**config.mk**
```make
export PLATFORM = sky130hd
export DESIGN_NAME = sfft_stream_bridge_flat
export DESIGN_NICKNAME = d
export VERILOG_FILES = /design/src/rtl/sfft_stream_bridge_if.sv /design/src/rtl/sfft_stream_bridge.sv /design/src/flat_wrapper.sv
export SDC_FILE = /design/constraint.sdc
export NUM_CORES = 1
export LEC_CHECK = 0
export ABC_CLOCK_PERIOD_IN_PS = 5000
export CAP_MARGIN = 20
export CORE_ASPECT_RATIO = 0.5
export CORE_MARGIN = 2
export CORE_UTILIZATION = 50
export DETAILED_ROUTE_END_ITERATION = 10
export PLACE_DENSITY = 0.76
export SETUP_SLACK_MARGIN = 0.4
export SLEW_MARGIN = 40
export SYNTH_ARGS = -nofsm -noshare
export SYNTH_HDL_FRONTEND = slang
export SYNTH_SLANG_ARGS = --single-unit
export TNS_END_PERCENT = 50
```
**constraint.sdc**
```tcl
create_clock -name clk -period 5 [get_ports clk]
set_input_delay 1 -clock clk [delete_from_list [all_inputs] [get_ports clk]]
set_output_delay 1 -clock clk [all_outputs]
set_load 0.03 [all_outputs]
```
**src/rtl/sfft_stream_bridge_if.sv**
```systemverilog
// sfft_stream_bridge_if: 8-bit host slave bus with 2-cycle read latency
interface sfft_stream_bridge_if #(parameter int ADDR_W = 16);
   logic              chipselect;
   logic              write;
   logic              read;
   logic [ADDR_W-1:0] address;
   logic [7:0]        writedata;
   logic [7:0]        readdata;
   logic              readdatavalid;
   modport master (output chipselect, write, read, address, writedata, input readdata, readdatavalid);
   modport slave  (input chipselect, write, read, address, writedata, output readdata, readdatavalid);
endinterface

```
**src/rtl/sfft_stream_bridge.sv**
```systemverilog
// sfft_stream_bridge: codec-to-SFFT sample conditioning, frame counter with snapshot lock, host readout of FFT bins
module sfft_stream_bridge #(
   parameter int SAMPLE_W     = 24,
   parameter int OUT_W        = 32,
   parameter int NFFT_LOG2    = 9,
   parameter int CNT_W        = 32,
   parameter int ADDR_W       = 16,
   parameter int HOLD_TIMEOUT = 50000000
) (
   input  logic                 clk,
   input  logic                 reset,
   input  logic                 advance,
   input  logic [SAMPLE_W-1:0]  adc_left,
   input  logic [SAMPLE_W-1:0]  adc_right,
   output logic [SAMPLE_W-1:0]  sample_out,
   output logic                 sample_valid,
   input  logic                 frame_valid,
   input  logic                 read_error,
   output logic [NFFT_LOG2-1:0] bin_addr,
   input  logic [OUT_W-1:0]     bin_data,
   output logic                 output_being_read,
   sfft_stream_bridge_if.slave  bus
);
   localparam int BB = OUT_W / 8;
   localparam int RB = (1 << NFFT_LOG2) * BB;
   localparam logic [ADDR_W-1:0] RBA = ADDR_W'(RB);
   localparam int WD_W = $clog2(HOLD_TIMEOUT + 1);
   localparam logic [WD_W-1:0] WD_LAST = WD_W'(HOLD_TIMEOUT - 1);
   logic [1:0]          mode;
   logic [7:0]          decim, dec_cnt, dec_last;
   logic [SAMPLE_W:0]   sum, dif;
   logic [SAMPLE_W-1:0] cond;
   logic                fv_q, lock, timeout;
   logic [CNT_W-1:0]    live, shadow;
   logic [WD_W-1:0]     wd;
   logic                wr, rd_acc, w_hit, r_hit;
   logic [ADDR_W-1:0]   woff, roff, a1, boff;
   logic [2:0]          wi, ri;
   logic                v1;
   logic [31:0]         cnt_rd;
   logic [7:0]          bin_byte, rd_mux;
   // Sums and differences are formed one bit wider so the halving never overflows.
   always_comb begin
      sum      = {adc_left[SAMPLE_W-1], adc_left} + {adc_right[SAMPLE_W-1], adc_right};
      dif      = {adc_left[SAMPLE_W-1], adc_left} - {adc_right[SAMPLE_W-1], adc_right};
      cond     = mode == 2'd0 ? SAMPLE_W'(sum >> 1) : mode == 2'd1 ? adc_left :
                 mode == 2'd2 ? adc_right : SAMPLE_W'(dif >> 1);
      dec_last = decim == 8'd0 ? 8'd0 : decim - 8'd1;
   end
   always_comb begin
      wr     = bus.chipselect & bus.write;
      rd_acc = bus.chipselect & bus.read & ~bus.write;
      woff   = bus.address - RBA;
      w_hit  = wr && bus.address >= RBA && woff < ADDR_W'(8);
      wi     = woff[2:0];
   end
   assign bin_addr          = NFFT_LOG2'(bus.address / ADDR_W'(BB));
   assign output_being_read = lock;
   always_ff @(posedge clk or posedge reset) begin
      if (reset) begin
         mode         <= 2'd0;
         decim        <= 8'd1;
         dec_cnt      <= 8'd0;
         sample_out   <= '0;
         sample_valid <= 1'b0;
      end else begin
         sample_valid <= 1'b0;
         if (w_hit && wi == 3'd5) mode <= bus.writedata[1:0];
         if (w_hit && wi == 3'd6) begin
            decim   <= bus.writedata;
            dec_cnt <= 8'd0;
         end else if (advance) begin
            if (dec_cnt >= dec_last) begin
               dec_cnt      <= 8'd0;
               sample_out   <= cond;
               sample_valid <= 1'b1;
            end else dec_cnt <= dec_cnt + 8'd1;
         end
      end
   end
   // Shadow samples the pre-edge count so a same-cycle frame edge lands only in the live counter.
   always_ff @(posedge clk or posedge reset) begin
      if (reset) begin
         fv_q    <= 1'b0;
         live    <= '0;
         shadow  <= '0;
         lock    <= 1'b0;
         timeout <= 1'b0;
         wd      <= '0;
      end else begin
         fv_q <= frame_valid;
         if (frame_valid && !fv_q) live <= live + 1'b1;
         if (w_hit && wi == 3'd4) timeout <= 1'b0;
         if (w_hit && wi == 3'd7) begin
            if (bus.writedata[0]) begin
               if (!lock) shadow <= live;
               lock <= 1'b1;
               wd   <= '0;
            end else lock <= 1'b0;
         end else if (lock) begin
            if (wd == WD_LAST) begin
               lock    <= 1'b0;
               timeout <= 1'b1;
            end else wd <= wd + 1'b1;
         end
      end
   end
   always_comb begin
      roff     = a1 - RBA;
      r_hit    = a1 >= RBA && roff < ADDR_W'(8);
      ri       = roff[2:0];
      boff     = a1 % ADDR_W'(BB);
      cnt_rd   = 32'(lock ? shadow : live);
      bin_byte = 8'(bin_data >> {boff, 3'b000});
      rd_mux   = a1 < RBA ? bin_byte :
                 !r_hit ? 8'h00 :
                 ri < 3'd4 ? 8'(cnt_rd >> {ri[1:0], 3'b000}) :
                 ri == 3'd4 ? {5'b0, timeout, lock, ~read_error} :
                 ri == 3'd5 ? {6'b0, mode} :
                 ri == 3'd6 ? decim : {7'b0, lock};
   end
   always_ff @(posedge clk or posedge reset) begin
      if (reset) begin
         v1                <= 1'b0;
         a1                <= '0;
         bus.readdata      <= 8'h00;
         bus.readdatavalid <= 1'b0;
      end else begin
         v1                <= rd_acc;
         a1                <= bus.address;
         bus.readdatavalid <= v1;
         if (v1) bus.readdata <= rd_mux;
      end
   end
endmodule

```
**src/flat_wrapper.sv**
```systemverilog
// flat-port wrapper written by rule: the top's interface ports become plain ports
module sfft_stream_bridge_flat 
#(
   parameter int SAMPLE_W     = 24,
   parameter int OUT_W        = 32,
   parameter int NFFT_LOG2    = 9,
   parameter int CNT_W        = 32,
   parameter int ADDR_W       = 16,
   parameter int HOLD_TIMEOUT = 50000000
)
  (clk, reset, advance, adc_left, adc_right, sample_out, sample_valid, frame_valid, read_error, bin_addr, bin_data, output_being_read, bus_chipselect, bus_write, bus_read, bus_address, bus_writedata, bus_readdata, bus_readdatavalid);
  sfft_stream_bridge_if #(.ADDR_W(ADDR_W)) bus_i ();
  input  logic clk;
  input  logic reset;
  input  logic advance;
  input  logic [SAMPLE_W-1:0] adc_left;
  input  logic [SAMPLE_W-1:0] adc_right;
  output logic [SAMPLE_W-1:0] sample_out;
  output logic sample_valid;
  input  logic frame_valid;
  input  logic read_error;
  output logic [NFFT_LOG2-1:0] bin_addr;
  input  logic [OUT_W-1:0] bin_data;
  output logic output_being_read;
  input wire logic [$bits(bus_i.chipselect)-1:0] bus_chipselect;
  input wire logic [$bits(bus_i.write)-1:0] bus_write;
  input wire logic [$bits(bus_i.read)-1:0] bus_read;
  input wire logic [$bits(bus_i.address)-1:0] bus_address;
  input wire logic [$bits(bus_i.writedata)-1:0] bus_writedata;
  output wire logic [$bits(bus_i.readdata)-1:0] bus_readdata;
  output wire logic [$bits(bus_i.readdatavalid)-1:0] bus_readdatavalid;
  assign bus_i.chipselect = bus_chipselect;
  assign bus_i.write = bus_write;
  assign bus_i.read = bus_read;
  assign bus_i.address = bus_address;
  assign bus_i.writedata = bus_writedata;
  assign bus_readdata = bus_i.readdata;
  assign bus_readdatavalid = bus_i.readdatavalid;
  sfft_stream_bridge #(.SAMPLE_W(SAMPLE_W), .OUT_W(OUT_W), .NFFT_LOG2(NFFT_LOG2), .CNT_W(CNT_W), .ADDR_W(ADDR_W), .HOLD_TIMEOUT(HOLD_TIMEOUT)) u_core (.clk(clk), .reset(reset), .advance(advance), .adc_left(adc_left), .adc_right(adc_right), .sample_out(sample_out), .sample_valid(sample_valid), .frame_valid(frame_valid), .read_error(read_error), .bin_addr(bin_addr), .bin_data(bin_data), .output_being_read(output_being_read), .bus(bus_i));
endmodule
```
==> metrics <==
Slew @ Worst Pin ~0.75 ns; Initial DRT Pass Iterations 7; Slew HR 0.498; TNS Setup 0 ns; asr flop ratio synth 1.00; Reg clk slew, reported paths around 0.07 ns; Final setup viols 0; Arrival @ worst endpoint 4.57 ns; crit-path max FO 16; largest family of logic cells by synthesized area simple AND/OR/NAND/NOR gates; maximum root-to-sink buffer count 2; CTS resizes 0; top cell type's share of synthesized area 0.373; worst clock skew roughly 0.0080 ns; fillers ~1700; Core Rows 37; die width roughly 210 um; Die Area 0.0229 mm2; CTS tree built; mux cell area share after synthesis 0.141; layout cells sized above 1 0.117; HPWL after detailed placement 21000 um; detailed-route wire length per cell about 18 um; startpoint types flop; Max-Cap Viols 0; CP endpoint kind flop; R2R Path Start u_core.decim[1]$_DFFE_PP0P_; GR Util All Layers 0.257; via count 8951; number of synthesized register bits 162; Vias/cell 5.75; setup repair after global routing missed its margin no; global-route wire length before repair 46400 um; DRC 0; Post-Syn Area 0.0108 mm2; Synth Area in Compound Gates 0.130; Synth area leaders dfrtp_1 (37%), mux4_2 (7.9%), ha_1 (6.9%); Area Growth Syn to Fin 22.1%; final hold violations 0; Max Clk Rate ~240 MHz; Yosys top cell by area dfrtp_1; CP Launch Point u_core.decim[1]$_DFFE_PP0P_; number of CTS-inserted buffers 17; Post-CTS Setup Bufs 0; Final #Nets between 1000 and 1500; FF-to-FF path depth 18; status complete, no violations; Post-Synth Simple-Gate Area 0.166; Main synth FF type dfrtp_1; Tmin final 4.20 ns; CTS Sinks approximately 160; Critical Path Sink u_core.sample_out[13]$_DFFE_PP0P_; adder-cell share of the synthesized area 0.0731; vias in the first global route about 9000; Final GP Congestion a little over 0.9; largest net degree at the start of global routing between 90 and 100; PwrDens 282 mW/mm2; EDFF count, synth 0; commonest cells in the netlist dfrtp_1 (161), nand2_1 (116), nor2_1 (74), inv_1 (69), xnor2_1 (64); register area share after synthesis 0.375; worst reg-to-reg setup slack ~0.80 ns; Leakage 5.79 nW; H-tree depth 4; Worst-Skew Late Latency 0.43 ns; root buffer cell clkbuf_16; remaining global-route overflow 0; routed wire length ~28000 um; Initial DRC Count 607; max-slew violations 0; Required @ worst endpoint between 5 and 6 ns; most numerous cell in the Yosys netlist dfrtp_1; Hold Crit Class reg -> reg; XOR/XNOR Fraction of Synth Area 0.0648; YS warnings 0; Die Height approximately 110 um; Initial Util 0.518; Post-Synthesis Cells between 1000 and 1500; syn_area_per_cell ~9.6 um2; syn_nets 1297; Worst IR Drop VDD between 0.15 and 0.2 mV; DRT antenna net count 0; Worst Path Class, Setup reg -> reg; worst hold slack a little under 0.5 ns; Worst Hold Launch u_core.sample_out[7]$_DFFE_PP0P_; hold_buf cts 0; period utilisation layout 0.840; initial antenna violation count 0; PortBufs about 160; # diodes 0; Critical R2R Capture u_core.sample_out[13]$_DFFE_PP0P_; Core Footprint around 0.021 mm2; Netlist cell types 67; Ports about 160
## worst min path at each step
stage,end,cells after the start
detailed placement,u_core.sample_out[14]$_DFFE_PP0P_,2
floorplan,u_core.bus.readdatavalid$_DFF_PP0_,0
global route,u_core.wd[25]$_DFFE_PP0P_,1
CTS,u_core.sample_out[14]$_DFFE_PP0P_,2
finish,u_core.sample_out[7]$_DFFE_PP0P_,2
global placement,u_core.wd[25]$_DFFE_PP0P_,1
## worst max-delay path, stage by stage (launching register included)
cell and delay, ns:
dfrtp_1 0.43, inv_1 0.08, ha_1 0.14, nor2b_1 0.23
nand4_1 0.17, or3_1 0.43, and2_1 0.21, ha_1 0.26
nand2b_1 0.09, a21o_1 0.12, a21oi_1 0.06, o21ai_0 0.16
o41a_1 0.19, nand3_1 0.22, inv_1 0.55, buf_4 0.35
nand2_1 0.12, a211o_1 0.26, nand3_1 0.07
## state kept, by name, indices dropped and copies added (netlist names), 2 cells and up
register	flops
u_core.shadow	32
u_core.decim	8
u_core.dec_cnt	8
u_core.mode	2
u_core.bus.readdata	8
u_core.live	32
u_core.wd	26
u_core.sample_out	24
u_core.a1	16
## cell families (layout without fill, tap and decap cells)
kind of cell | after synthesis | after routing
DFF | 162 | 162
AOI/OAI and AO/OA | 224 | 224
and+or+nand+nor | 368 | 368
muxes | 99 | 99
xor gates and xnor gates | 80 | 80
buffers and inverters | 128 | 270
adders and majority gates | 62 | 62
## layout make-up
| cell class | count | area [um2] | share of cell area |
|---|---|---|---|
| clock buffers | 19 | 443 | 0.0336 |
| clock inverters | 13 | 146 | 0.0111 |
| inverters | 69 | 263 | 0.0199 |
| multi-input cells | 833 | 6230 | 0.472 |
| flip-flops and latches | 162 | 4060 | 0.308 |
| well taps | 292 | 365 | 0.0277 |
| repair buffers | 169 | 1690 | 0.128 |
## cell usage in the layout (no fill, tap or decap), drive strengths merged, types with 7 or more instances in the layout
master / count
a21o: 13
a21oi: 62
a31oi: 14
and2: 7
and3: 23
buf: 14
clkbuf: 19
clkdlybuf4s50: 155
dfrtp: 161
ha: 60
inv: 73
mux2: 48
mux2i: 13
mux4: 38
nand2: 116
nand2b: 14
nand3: 46
nand4: 17
nor2: 74
nor2b: 13
nor3: 19
o211ai: 13
o21ai: 62
o21bai: 9
o31ai: 10
xnor2: 64
xor2: 16
## routing by layer
layer | vias up | track usage | wire, um
li1 | 4267 | - | -
met5 | - | 0 | 0
met2 | 216 | 0.428 | 13700
met4 | 0 | 0.0770 | 479
met1 | 4428 | 0.353 | 13200
met3 | 40 | 0.0380 | 1020
## report_power, final
group	switching [mW]	internal, mW
sequential	0.0769	1.39
combinational	0.483	0.424
clock	0.583	0.758
## through the flow
stage | total power, mW | worst slack, ns | area [um2] | util | instances
final | 3.72 | 0.800 | 13200 | 0.632 | 1557
after global routing | 3.89 | 0.466 | 13200 | 0.632 | 1557
after CTS | 3.73 | 0.851 | 13200 | 0.632 | 1557
after detailed placement | 2.39 | 0.582 | 12600 | 0.604 | 1525
after global placement | 2.37 | 0.659 | 12600 | 0.602 | 1524
after floorplan | 2.04 | 1.34 | 10800 | - | 1123
Power figures use the tool's default switching activity.
==> edit, RTL diff (config.mk and constraints unchanged) <==
`SAMPLE_W` is set to 24 in 2 places; all go to 16.
--- a/src/rtl/sfft_stream_bridge.sv
+++ b/src/rtl/sfft_stream_bridge.sv
@@ -1,6 +1,6 @@
 // sfft_stream_bridge: codec-to-SFFT sample conditioning, frame counter with snapshot lock, host readout of FFT bins
 module sfft_stream_bridge #(
-   parameter int SAMPLE_W     = 24,
+   parameter int SAMPLE_W     = 16,
    parameter int OUT_W        = 32,
    parameter int NFFT_LOG2    = 9,
    parameter int CNT_W        = 32,
--- a/src/flat_wrapper.sv
+++ b/src/flat_wrapper.sv
@@ -1,7 +1,7 @@
 // flat-port wrapper written by rule: the top's interface ports become plain ports
 module sfft_stream_bridge_flat 
 #(
-   parameter int SAMPLE_W     = 24,
+   parameter int SAMPLE_W     = 16,
    parameter int OUT_W        = 32,
    parameter int NFFT_LOG2    = 9,
    parameter int CNT_W        = 32,
Interface: changed (resized adc_left, adc_right and sample_out); port bits go from 156 to 132. No check against the original RTL was run, so the function may have changed too.
==> edit against the original RTL <==
Setup slack improved by 320 ps. Non-clock buffer count shrank 26. Routed wire length is 15% lower. Cell area fell by 11%. Total power up 2.9%. Sequential cell count decreased by 8. Sequential power is 4% higher. Area after synthesis is 10% lower. Utilization decreased by 0.43 points. Largest power group unchanged.
==> edit: results (changes against the original RTL) <==
vias in the first global route 7682 (was 9013); top post-synthesis cells by count 153 x dfrtp_1, 86 x nand2_1, 64 x nor2_1 (was 161 x dfrtp_1, 116 x nand2_1, 74 x nor2_1); Synth Warn # 0 (unchanged); hold_ws 471.6 ps (was 480.2 ps); min-delay src u_core.wd[15] (was u_core.sample_out[7]); final WL 24170 um (was 28370 um); # fillers 1472 (was 1711); Layout Cells excl Fill 1341 (was 1557); IO Port Bufs 131 (was 155); Post-Synthesis Cells 966 (was 1123); hold crit path type reg2reg (unchanged); H-tree levels 4 (unchanged); peak supply drop 0.0002399 V (was 0.0001925 V); CTS Root Cell clkbuf_16 (unchanged); DR iter-0 viols 431 (was 607); WP data arrival 4190 ps (was 4570 ps); synth unique cells 73 (was 67); Post-DP HPWL 17700 um (was 20950 um); Placement Setup Slack 932.0 ps (was 581.9 ps); first-pass GRT wire length 39230 um (was 46440 um); largest registers u_core.live: 32 flops, u_core.shadow: 32 flops, u_core.wd: 26 flops (unchanged); CP Max Fanout 17 (was 16); Initial DRT Pass Iterations 5 (was 7); hold path endpoint u_core.wd[15] (was u_core.sample_out[7]); Worst-path clk slew 70 ps (about the same); buffer depth of the longest clock path 2 (unchanged); Placer Congestion 0.9564 (was 0.9333); layout cells sized above 1 13.03% (was 11.70%); # diodes 0 (unchanged); largest net degree at the start of global routing 71 (was 92); Post-DP Area 0.01115 mm^2 (was 0.01261 mm^2); Synth area leaders dfrtp_1 40%, mux4_2 6.3%, mux2_2 5.9%, ha_1 5.7%, xnor2_1 4.3% (was dfrtp_1 37%, mux4_2 7.9%, ha_1 6.9%, xnor2_1 5.2%, mux2_2 5.0%); Reg2Reg Launch Point u_core.decim[1] (unchanged); async set or reset register ratio after synthesis 100.0% (unchanged); Hold Path Cell Cnt 1 (was 2); sequential fraction of the synthesis area 39.84% (was 37.51%); Final #Nets 1211 (was 1426); RR Endpoint u_core.sample_out[12] (was u_core.sample_out[13]); syn_nets 1108 (was 1297); TritonCTS Buffers 17 (unchanged); DR vias 7847 (was 8951); Tot GR Track Use 24.06% (was 25.74%); Sw Pwr 0.001269 W (was 0.001143 W); clock skew 10.70 ps (was 7.956 ps); Worst-Margin Slew 811.1 ps (was 746.9 ps); Worst-Skew Late Latency 430 ps (about the same); status completed (unchanged); R2R depth 16 (was 18); leakage 5.137 nW (was 5.791 nW)
==> edit: cell count changes after synthesis, sizes merged, moves of 11 or more <==
cell,unedited run,this run
xnor2,64,48
buf,17,28
mux2i,13,25
mux4,38,27
clkbuf,42,31
inv,69,48
a21oi,62,38
o21ai,62,45
ha,60,44
nand2,116,86
==> edit: cells by family after synthesis <==
family | synth area share [%]
and+or+nand+nor | 16.19
DFF | 39.84
buffers and inverters | 4.810
xor gates and xnor gates | 4.979
AOI/OAI and AO/OA | 13.11
adders and majority gates | 6.104
muxes | 14.96
==> edit: worst max-delay path, cell delays in order (launching register included) <==
cell       delay [ps]
dfrtp_1           410
inv_1              80
ha_1              160
nor2b_1           230
nand3b_1          150
or3_1             410
nand2_1           110
ha_1              240
a21o_1            190
a2111oi_0         420
o21a_1            210
nor2_1             50
nand3_1            70
buf_4             230
inv_1             290
and2_1            250
a32o_1            250
==> edit: how the worst max path moves through the flow <==
stage,startpoint,to,slack (ps),cells after the start
finish,u_core.decim[1],u_core.sample_out[12],1120,16
global route,u_core.decim[1],u_core.sample_out[12],860,16
CTS,u_core.decim[1],u_core.sample_out[12],1140,16
detailed placement,bus_address[11],u_core.sample_out[12],930,11
global placement,adc_right[5],u_core.sample_out[11],1030,10
floorplan,adc_left[0],u_core.sample_out[11],1770,9
==> edit: layout make-up <==
cell class,instances,area share [%]
clock inverters,15,1.396
repair buffers,143,12.15
flip-flops and latches,154,32.83
inverters,48,1.566
multi-input cells,705,45.67
clock buffers,17,3.623
well taps,259,2.760
==> edit: stage by stage <==
step / util [%] / power, W
final: 62.79 / 0.003824
after global routing: 62.79 / 0.004000
after CTS: 62.79 / 0.003843
after detailed placement: 59.64 / 0.002545
after global placement: 59.50 / 0.002503
after floorplan: - / 0.002146
==> edit: power by group through the flow <==
| stage | registers, W | clock network [W] | logic, W |
|---|---|---|---|
| finish | 0.00153 | 0.00129 | 0.000997 |
| detailed placement | 0.00155 | 0 | 0.000995 |
| CTS | 0.00153 | 0.00131 | 0.00100 |
| global route | 0.00155 | 0.00137 | 0.00108 |
| floorplan | 0.00166 | 0 | 0.000481 |
| global placement | 0.00154 | 0 | 0.000961 |
==> edit: routing by layer <==
| metal | share of wire, % | vias to the layer above | track usage [%] |
|---|---|---|---|
| li1 | - | 3697 | - |
| met1 | 44 | 3913 | 31.11 |
| met2 | 50 | 206 | 42.84 |
| met3 | 4.7 | 31 | 3.890 |
| met4 | 1.4 | 0 | 6.610 |
| met5 | 0 | - | 0 |
